[config.mk]
export PLATFORM = sky130hd
export DESIGN_NAME = input_capture_ctrl
export DESIGN_NICKNAME = d
export VERILOG_FILES = /design/src/rtl/gpt_pkg.sv /design/src/rtl/ic_filter.sv /design/src/rtl/input_capture_ctrl.sv
export SDC_FILE = /design/constraint.sdc
export NUM_CORES = 1
export LEC_CHECK = 0
export BUFFER_PORTS_ARGS = -buffer_cell sky130_fd_sc_hd__buf_4
export CORE_MARGIN = 2
export CORE_UTILIZATION = 53
export CTS_CLUSTER_DIAMETER = 40
export DETAILED_ROUTE_END_ITERATION = 7
export GPL_TIMING_DRIVEN = 0
export MAX_ROUTING_LAYER = met4
export PLACE_DENSITY = 0.83
export SYNTH_ARGS = -nofsm -noshare
export SYNTH_HDL_FRONTEND = slang
export SYNTH_HIERARCHICAL = 1
export SYNTH_SLANG_ARGS = --single-unit
[constraint.sdc]
create_clock -name clk_i -period 6.2 [get_ports clk_i]
set_clock_uncertainty 0.1 [all_clocks]
set_input_delay 1.86 -clock clk_i [delete_from_list [all_inputs] [get_ports clk_i]]
set_output_delay 1.86 -clock clk_i [all_outputs]
set_load 0.005 [all_outputs]
[src/rtl/gpt_pkg.sv]
// Shared types and helpers for the general-purpose timer input-capture channel.
package gpt_pkg;

    localparam int ICF_W = 4;

    typedef enum logic [1:0] {
        ICPS_DIV1 = 2'b00,
        ICPS_DIV2 = 2'b01,
        ICPS_DIV4 = 2'b10,
        ICPS_DIV8 = 2'b11
    } icps_t;

    typedef enum logic [1:0] {
        CCP_RISE = 2'b00,
        CCP_FALL = 2'b01,
        CCP_RSVD = 2'b10,
        CCP_BOTH = 2'b11
    } ccp_t;

    // Terminal value of the edge prescaler count (divide ratio minus one).
    function automatic logic [2:0] presc_div(input icps_t icps);
        case (icps)
            ICPS_DIV1: presc_div = 3'd0;
            ICPS_DIV2: presc_div = 3'd1;
            ICPS_DIV4: presc_div = 3'd3;
            default:   presc_div = 3'd7;
        endcase
    endfunction

endpackage

[src/rtl/ic_filter.sv]
// Capture pin front end: 2-FF synchroniser, consecutive-sample digital filter
// and edge detector on the filtered level.
module ic_filter
    import gpt_pkg::*;
(
    input  logic             clk_i,
    input  logic             rst_i,
    input  logic             ic_i,
    input  logic [ICF_W-1:0] icf_i,
    output logic             rise_o,
    output logic             fall_o
);

    logic             sync_p0;
    logic             sync_p1;
    logic             filt_q;
    logic             prev_q;
    logic             level;
    logic [ICF_W-1:0] flt_cnt;

    // With the filter bypassed the synchroniser output drives the level directly,
    // while filt_q keeps tracking it so enabling the filter later starts clean.
    assign level  = (icf_i == '0) ? sync_p1 : filt_q;
    assign rise_o = level & ~prev_q;
    assign fall_o = ~level & prev_q;

    always_ff @(posedge clk_i) begin
        if (rst_i) begin
            sync_p0 <= 1'b0;
            sync_p1 <= 1'b0;
            filt_q  <= 1'b0;
            prev_q  <= 1'b0;
            flt_cnt <= '0;
        end else begin
            // stage p0 -> p1: metastability hardening
            sync_p0 <= ic_i;
            sync_p1 <= sync_p0;
            prev_q  <= level;
            if (icf_i == '0) begin
                filt_q  <= sync_p1;
                flt_cnt <= '0;
            end else if (sync_p1 == filt_q) begin
                flt_cnt <= '0;
            end else if (flt_cnt + ICF_W'(1) == icf_i) begin
                filt_q  <= sync_p1;
                flt_cnt <= '0;
            end else begin
                flt_cnt <= flt_cnt + ICF_W'(1);
            end
        end
    end

endmodule

[src/rtl/input_capture_ctrl.sv]
// One timer input-capture channel: edge select, 1/2/4/8 prescaler, capture
// register and capture/overcapture flags.
module input_capture_ctrl
    import gpt_pkg::*;
#(
    parameter int CNT_W = 16
) (
    input  logic             clk_i,
    input  logic             rst_i,
    input  logic             cce_i,
    input  logic             ic_i,
    input  logic [1:0]       icps_i,
    input  logic [ICF_W-1:0] icf_i,
    input  logic [1:0]       ccp_i,
    input  logic [CNT_W-1:0] cnt_i,
    input  logic             ccif_clr_i,
    input  logic             ccof_clr_i,
    output logic [CNT_W-1:0] ccr_o,
    output logic             ccif_o,
    output logic             ccof_o,
    output logic             cap_evt_o
);

    icps_t      icps;
    icps_t      icps_q;
    ccp_t       ccp;
    logic       rise;
    logic       fall;
    logic       edge_qual;
    logic       icps_chg;
    logic       cap_vld_p0;
    logic [2:0] presc_cnt;

    assign icps = icps_t'(icps_i);
    assign ccp  = ccp_t'(ccp_i);

    ic_filter u_ic_filter (
        .clk_i  (clk_i),
        .rst_i  (rst_i),
        .ic_i   (ic_i),
        .icf_i  (icf_i),
        .rise_o (rise),
        .fall_o (fall)
    );

    always_comb begin
        edge_qual = rise;
        case (ccp)
            CCP_FALL: edge_qual = fall;
            CCP_BOTH: edge_qual = rise | fall;
            default:  edge_qual = rise;
        endcase
    end

    // A prescaler reprogramming restarts the edge count and suppresses capture.
    assign icps_chg   = (icps != icps_q);
    assign cap_vld_p0 = cce_i && !icps_chg && edge_qual && (presc_cnt == presc_div(icps));

    always_ff @(posedge clk_i) begin
        if (rst_i) begin
            icps_q    <= icps;
            presc_cnt <= '0;
            ccr_o     <= '0;
            ccif_o    <= 1'b0;
            ccof_o    <= 1'b0;
            cap_evt_o <= 1'b0;
        end else begin
            icps_q <= icps;
            if (!cce_i || icps_chg) begin
                presc_cnt <= '0;
            end else if (edge_qual) begin
                presc_cnt <= cap_vld_p0 ? 3'd0 : presc_cnt + 3'd1;
            end
            // stage p0 -> outputs: capture register and flags
            cap_evt_o <= cap_vld_p0;
            if (cap_vld_p0) begin
                ccr_o <= cnt_i;
            end
            ccif_o <= cap_vld_p0 | (ccif_o & ~ccif_clr_i);
            ccof_o <= (cap_vld_p0 & ccif_o) | (ccof_o & ~ccof_clr_i);
        end
    end

endmodule

### After elaboration in Yosys (flattened, before gate mapping)

Cells that the tools add are included.

| word-level totals | value |
|---|---|
| bits in registers | 32 |
| input bits | 30 |
| output and inout port bits | 19 |
| logic and storage cells | 53 |

| operators by class | value |
|---|---|
| add/sub/neg operators | 2 |
| eq/ne operators | 9 |
| multiplexer cells | 7 |
| bitwise gates (word level) | 12 |
| reduce and logical (&&, ||, !) cells | 12 |

Operators with widths:

| operator | count |
|---|---|
| one-hot mux 3 bit (3 select lines) | 1 |
| AND 1 bit | 5 |
| adder 4 x 1 -> 4 bit (second input constant) | 1 |
| == test 2 x 1 -> 1 bit (second input constant) | 2 |
| == test 2 bit (second input constant) | 2 |
| == test 4 bit | 1 |
| logical NOT 4 bit | 1 |
| two-way mux 1 bit | 4 |
| NOT 1 bit | 4 |
| OR reduction 4 bit | 1 |
| adder 3 x 1 -> 3 bit (second input constant) | 1 |
| == test 3 bit | 1 |
| logical AND 1 bit | 3 |
| two-way mux 3 bit | 1 |
| OR 1 bit | 3 |
| logical NOT 1 bit | 2 |
| logical NOT 2 bit | 1 |
| != test 2 x 1 -> 1 bit (second input constant) | 1 |
| != test 2 bit | 1 |
| one-hot mux 1 bit (2 select lines) | 1 |
| AND reduction 2 bit | 1 |
| nonzero test 2 bit | 1 |
| OR reduction 2 bit | 1 |
| == test 1 bit | 1 |
| logical OR 1 bit | 1 |

### Depth between registers and ports, before layout

| depth | value |
|---|---|
| word-level depth | 10 |
| mapped depth | 8 |
| mapped depth without buffers | 6 |

### Cells and area by module

Netlist, hierarchy kept.

Modules (own cells, without submodules):

| module | instances | cells an instance | area each (um^2) | sequential area each (um^2) |
|---|---|---|---|---|
| input_capture_ctrl | 1 | 109 | 1,116.1 | 480.5 |
| ic_filter | 1 | 38 | 384.1 | 160.2 |

### Least setup slack after synthesis

Ideal clock, no wire load.

| path | value |
|---|---|
| kind | input to register |
| start | input port icf_i[1] |
| end | register ccr_o[0] |
| library setup time | 0.072 ns |
| arrival time | 3.591 ns |
| required time | 6.028 ns |
| setup slack | 2.437 ns |
| stages on the path | 8 |
| path through | nor4_1 > mux2i_1 > and2_1 > a22oi_1 > a2111oi_2 > buf_6 > buf_12 > mux2i_1 |

| on the way | value |
|---|---|
| cells in the longest elaborated chain, start to end | 8 |
| elaborated cells between the ends (all ways) | 9 |
| those cells by class | 2 x mux; 4 x bitwise; 3 x reduce/logical |

RTL lines:

| what | RTL line | RTL |
|---|---|---|
| from (decl) | input_capture_ctrl.sv:13 | `input logic [ICF_W-1:0] icf_i,` |
| logical NOT 4 bit * | ic_filter.sv:23 | `assign level = (icf_i == '0) ? sync_p1 : filt_q;` |
| two-way mux 1 bit * | ic_filter.sv:23 |  |
| NOT 1 bit * | ic_filter.sv:25 | `assign fall_o = ~level & prev_q;` |
| AND 1 bit * | ic_filter.sv:25 |  |
| via fall | input_capture_ctrl.sv:28 | `logic fall;` |
| OR 1 bit | input_capture_ctrl.sv:50 | `CCP_BOTH: edge_qual = rise \| fall;` |
| one-hot mux 1 bit (2 select lines) * | input_capture_ctrl.sv:48 | `case (ccp)` |
| logical AND 1 bit * (2 in series) | input_capture_ctrl.sv:57 | `assign cap_vld_p0 = cce_i && !icps_chg && edge_qual && (presc_cnt == presc_div(icps));` |
| to (signal assigned) | input_capture_ctrl.sv:77 | `ccr_o <= cnt_i;` |
| to (decl) | input_capture_ctrl.sv:18 | `output logic [CNT_W-1:0] ccr_o,` |

The timed path passes the listed nets; every way through them passes the cells marked *.
A chain may end at the register's enable or synchronous reset.

### Worst setup path in the final report

| path | value |
|---|---|
| start | input port icf_i[1] |
| end | register ccr_o[14] |

Same word-level chain as after synthesis.

==> flow_metrics.tcl <==
set metrics [dict create \
    status "complete, no violations" \
    antenna_found_initial 0 \
    worstSetupPathType "in2reg" \
    cp_top_family "simple AND/OR/NAND/NOR gates" \
    area_growth_pct 29.69 \
    ant_nets 0 \
    first_pass_iters 3 \
    yosys.area.top_type "dfxtp_1" \
    first_iter_violations 23 \
    power_density_nw_per_um2 183.5 \
    postCtsSetupRepairBufs 0 \
    nNetsFinal 234 \
    slowest_stage "nor4_1" \
    final.min_clock_period_ns 3.826 \
    grt_pass1_wl_mm 4.767 \
    cp.required_ns 6.37 \
    tritoncts "yes" \
    fmax_ghz 0.2614 \
    timing.hold.ws_ns 0.3350 \
    drive_gt1_frac 0.3366 \
    die_w_um 57.20 \
    wl_per_cell_um 12.24 \
    max_stage_delay_ns 0.41 \
    critical_path_arrival_ns 4.00 \
    final_area_um2 1946 \
    insertedDiodeCount 0 \
    hp-class "reg2reg" \
    clkTransAtPathRegs_ns 0.10 \
    fp.coreArea_um2 2734 \
    finalPower_uw 356.9 \
    io_pins 49 \
    ir_drop_v 0.0001660 \
    synth_seq_cells 32 \
    final_common_cell "buf_4" \
    avgSynthCellArea_um2 10.21 \
    ctsHoldBuffers 0 \
    grt_pass1_vias 1196 \
    die_area_um2 3272 \
    drc_errors 0 \
    grt_overflow_total 0 \
    cts.path.max_buffers 2 \
    ys.flop_type "dfxtp_1" \
    htreeDepth 2 \
    synth_top_area_frac 0.4270 \
    ys_seq_area_frac 0.4270 \
    synth_edf_count 0 \
    tns_ns 0 \
    viasPerCell 5.116 \
    gp_congestion 0.7461 \
    dp_hpwl_mm 2.204 \
    setup-violations-final 0 \
    vias 1192 \
    rows 19 \
    path_common_cell "mux2i_1" \
    synth_nets 179 \
    cts-buffers-inserted 5 \
    fin_crit_sh 0.6171 \
    start_kind "input pin" \
    hold_viol_final 0 \
    path_cells "buf_4, nor4_1, mux2i_1, and2_1, a22oi_1, a2111oi_2, buf_6, buf_12, mux2i_1" \
    placed_cell_area_um2 1899 \
    grt_max_degree 11 \
    path_buf_inv 3 \
    die_h_um 57.20 \
    cts-root-buf "clkbuf_4" \
    path_max_fanout 10 \
    yosysWarnings 6 \
    grt_use_total 0.1964 \
    p_leak_nw 0.7905 \
    postSynthCellCount 147 \
    regArea_um2 640.6 \
    multi_input_area_um2 798.3 \
    clock_latency_ns 0.34 \
    cap_violations 0 \
    tightest_slew_ns 0.5762 \
    n_fill_cell 213 \
    slew_headroom 0.6159 \
    syn-cell-area_um2 1500 \
    final_cell_mix "buf_4 (48), nand2b_1 (36), dfxtp_1 (32)" \
    drv_slew 0 \
    cts_sinks 32 \
    start_util 0.5487 \
    end_kind "register" \
    cts_resized 0 \
    yosysUniqueCellTypes 33 \
    wl_mm 2.853 \
    synthTopCellsByArea "dfxtp_1 (43%), nand2b_1 (15%), mux2i_1 (13%)" \
    rsz0062_at_grt "false" \
    port_buffers 48 \
    async_flop_share 0 \
]
[logic make-up (layout without fill, tap and decap cells)]
logic type	after synthesis	after routing	synth area share
AND/OR/NAND/NOR	61	61	0.2477
AO/OA/AOI/OAI	12	12	0.06756
adder cells (fa/ha/maj)	2	2	0.01668
flip-flops	32	32	0.4270
multiplexers	19	19	0.1268
XOR/XNOR	11	11	0.07339
buffers and inverters	10	65	0.04086
[report_power, final]
part	internal, mW	total, mW	switching [mW]	leakage [nW]
combinational	0.0229	0.0372	0.0143	0.504
sequential	0.207	0.208	0.00104	0.259
clock	0.0417	0.112	0.0698	0.0281
[per-layer routing]
layer / vias up / global-route usage / routed length (µm)
met2: 30 / 0.3383 / 1429
met1: 557 / 0.2083 / 1217
met3: 7 / 0.04082 / 142
li1: 598 / - / -
met4: 0 / 0.1096 / 64
met5: - / - / 0
[worst paths after layout]
| path | from | end | slack (ns) | cells after the start |
|---|---|---|---|---|
| max | icf_i[1] | ccr_o[14]$_SDFFE_PP0P_ | 2.37 | 9 |
| max reg2reg | presc_cnt[2]$_SDFFE_PP0P_ | ccr_o[14]$_SDFFE_PP0P_ | 4.09 | 5 |
| min | u_ic_filter/sync_p0$_SDFF_PP0_ | u_ic_filter/sync_p1$_SDFF_PP0_ | 0.33 | 1 |
| min reg2reg | u_ic_filter/sync_p0$_SDFF_PP0_ | u_ic_filter/sync_p1$_SDFF_PP0_ | 0.33 | 1 |
[layout make-up]
type	instances	share of cell area
Sequential cell	32	0.3293
Timing Repair Buffer	48	0.1852
Inverter	4	0.007717
Clock inverter	1	0.002572
Multi-Input combinational cell	105	0.4103
Tap cell	31	0.01994
Clock buffer	6	0.02122
Buffer	6	0.02379
[flip-flops by register name, summed over array words and instances, names as in the netlist]
name                 flops
ccr_o                   16
u_ic_filter/flt_cnt      4
presc_cnt                3
icps_q                   2
cap_evt_o                1
ccif_o                   1
ccof_o                   1
u_ic_filter/filt_q       1
u_ic_filter/prev_q       1
u_ic_filter/sync_p0      1
u_ic_filter/sync_p1      1
[worst register-to-register path, cell delays in order (launching register included)]
cell	delay (ns)
dfxtp_1	0.35
or4_4	0.55
a2111oi_2	0.47
buf_6	0.24
buf_12	0.15
mux2i_1	0.19
[per-stage QoR]
| step | std cells | utilization | setup WS, ns |
|---|---|---|---|
| detailed placement | 226 | 0.6947 | 2.019 |
| finish | 233 | 0.7117 | 2.374 |
| global route | 233 | 0.7117 | 2.232 |
| floorplan | 147 | - | 2.437 |
| CTS | 233 | 0.7117 | 2.372 |
| global placement | 226 | 0.6947 | 2.089 |
[synth_stat cells (2+ instances only)]
cell type,number
o21ai_0,2
nor2_1,9
or2b_2,2
nand3_1,2
nor2b_1,2
inv_1,4
mux2i_1,19
dfxtp_1,32
xnor2_1,6
a21oi_1,2
nand2b_1,36
xor2_1,4
ha_1,2
and2_2,2
nor3_1,2
clkbuf_1,4
No activity file was read; power rests on OpenSTA's default activity.
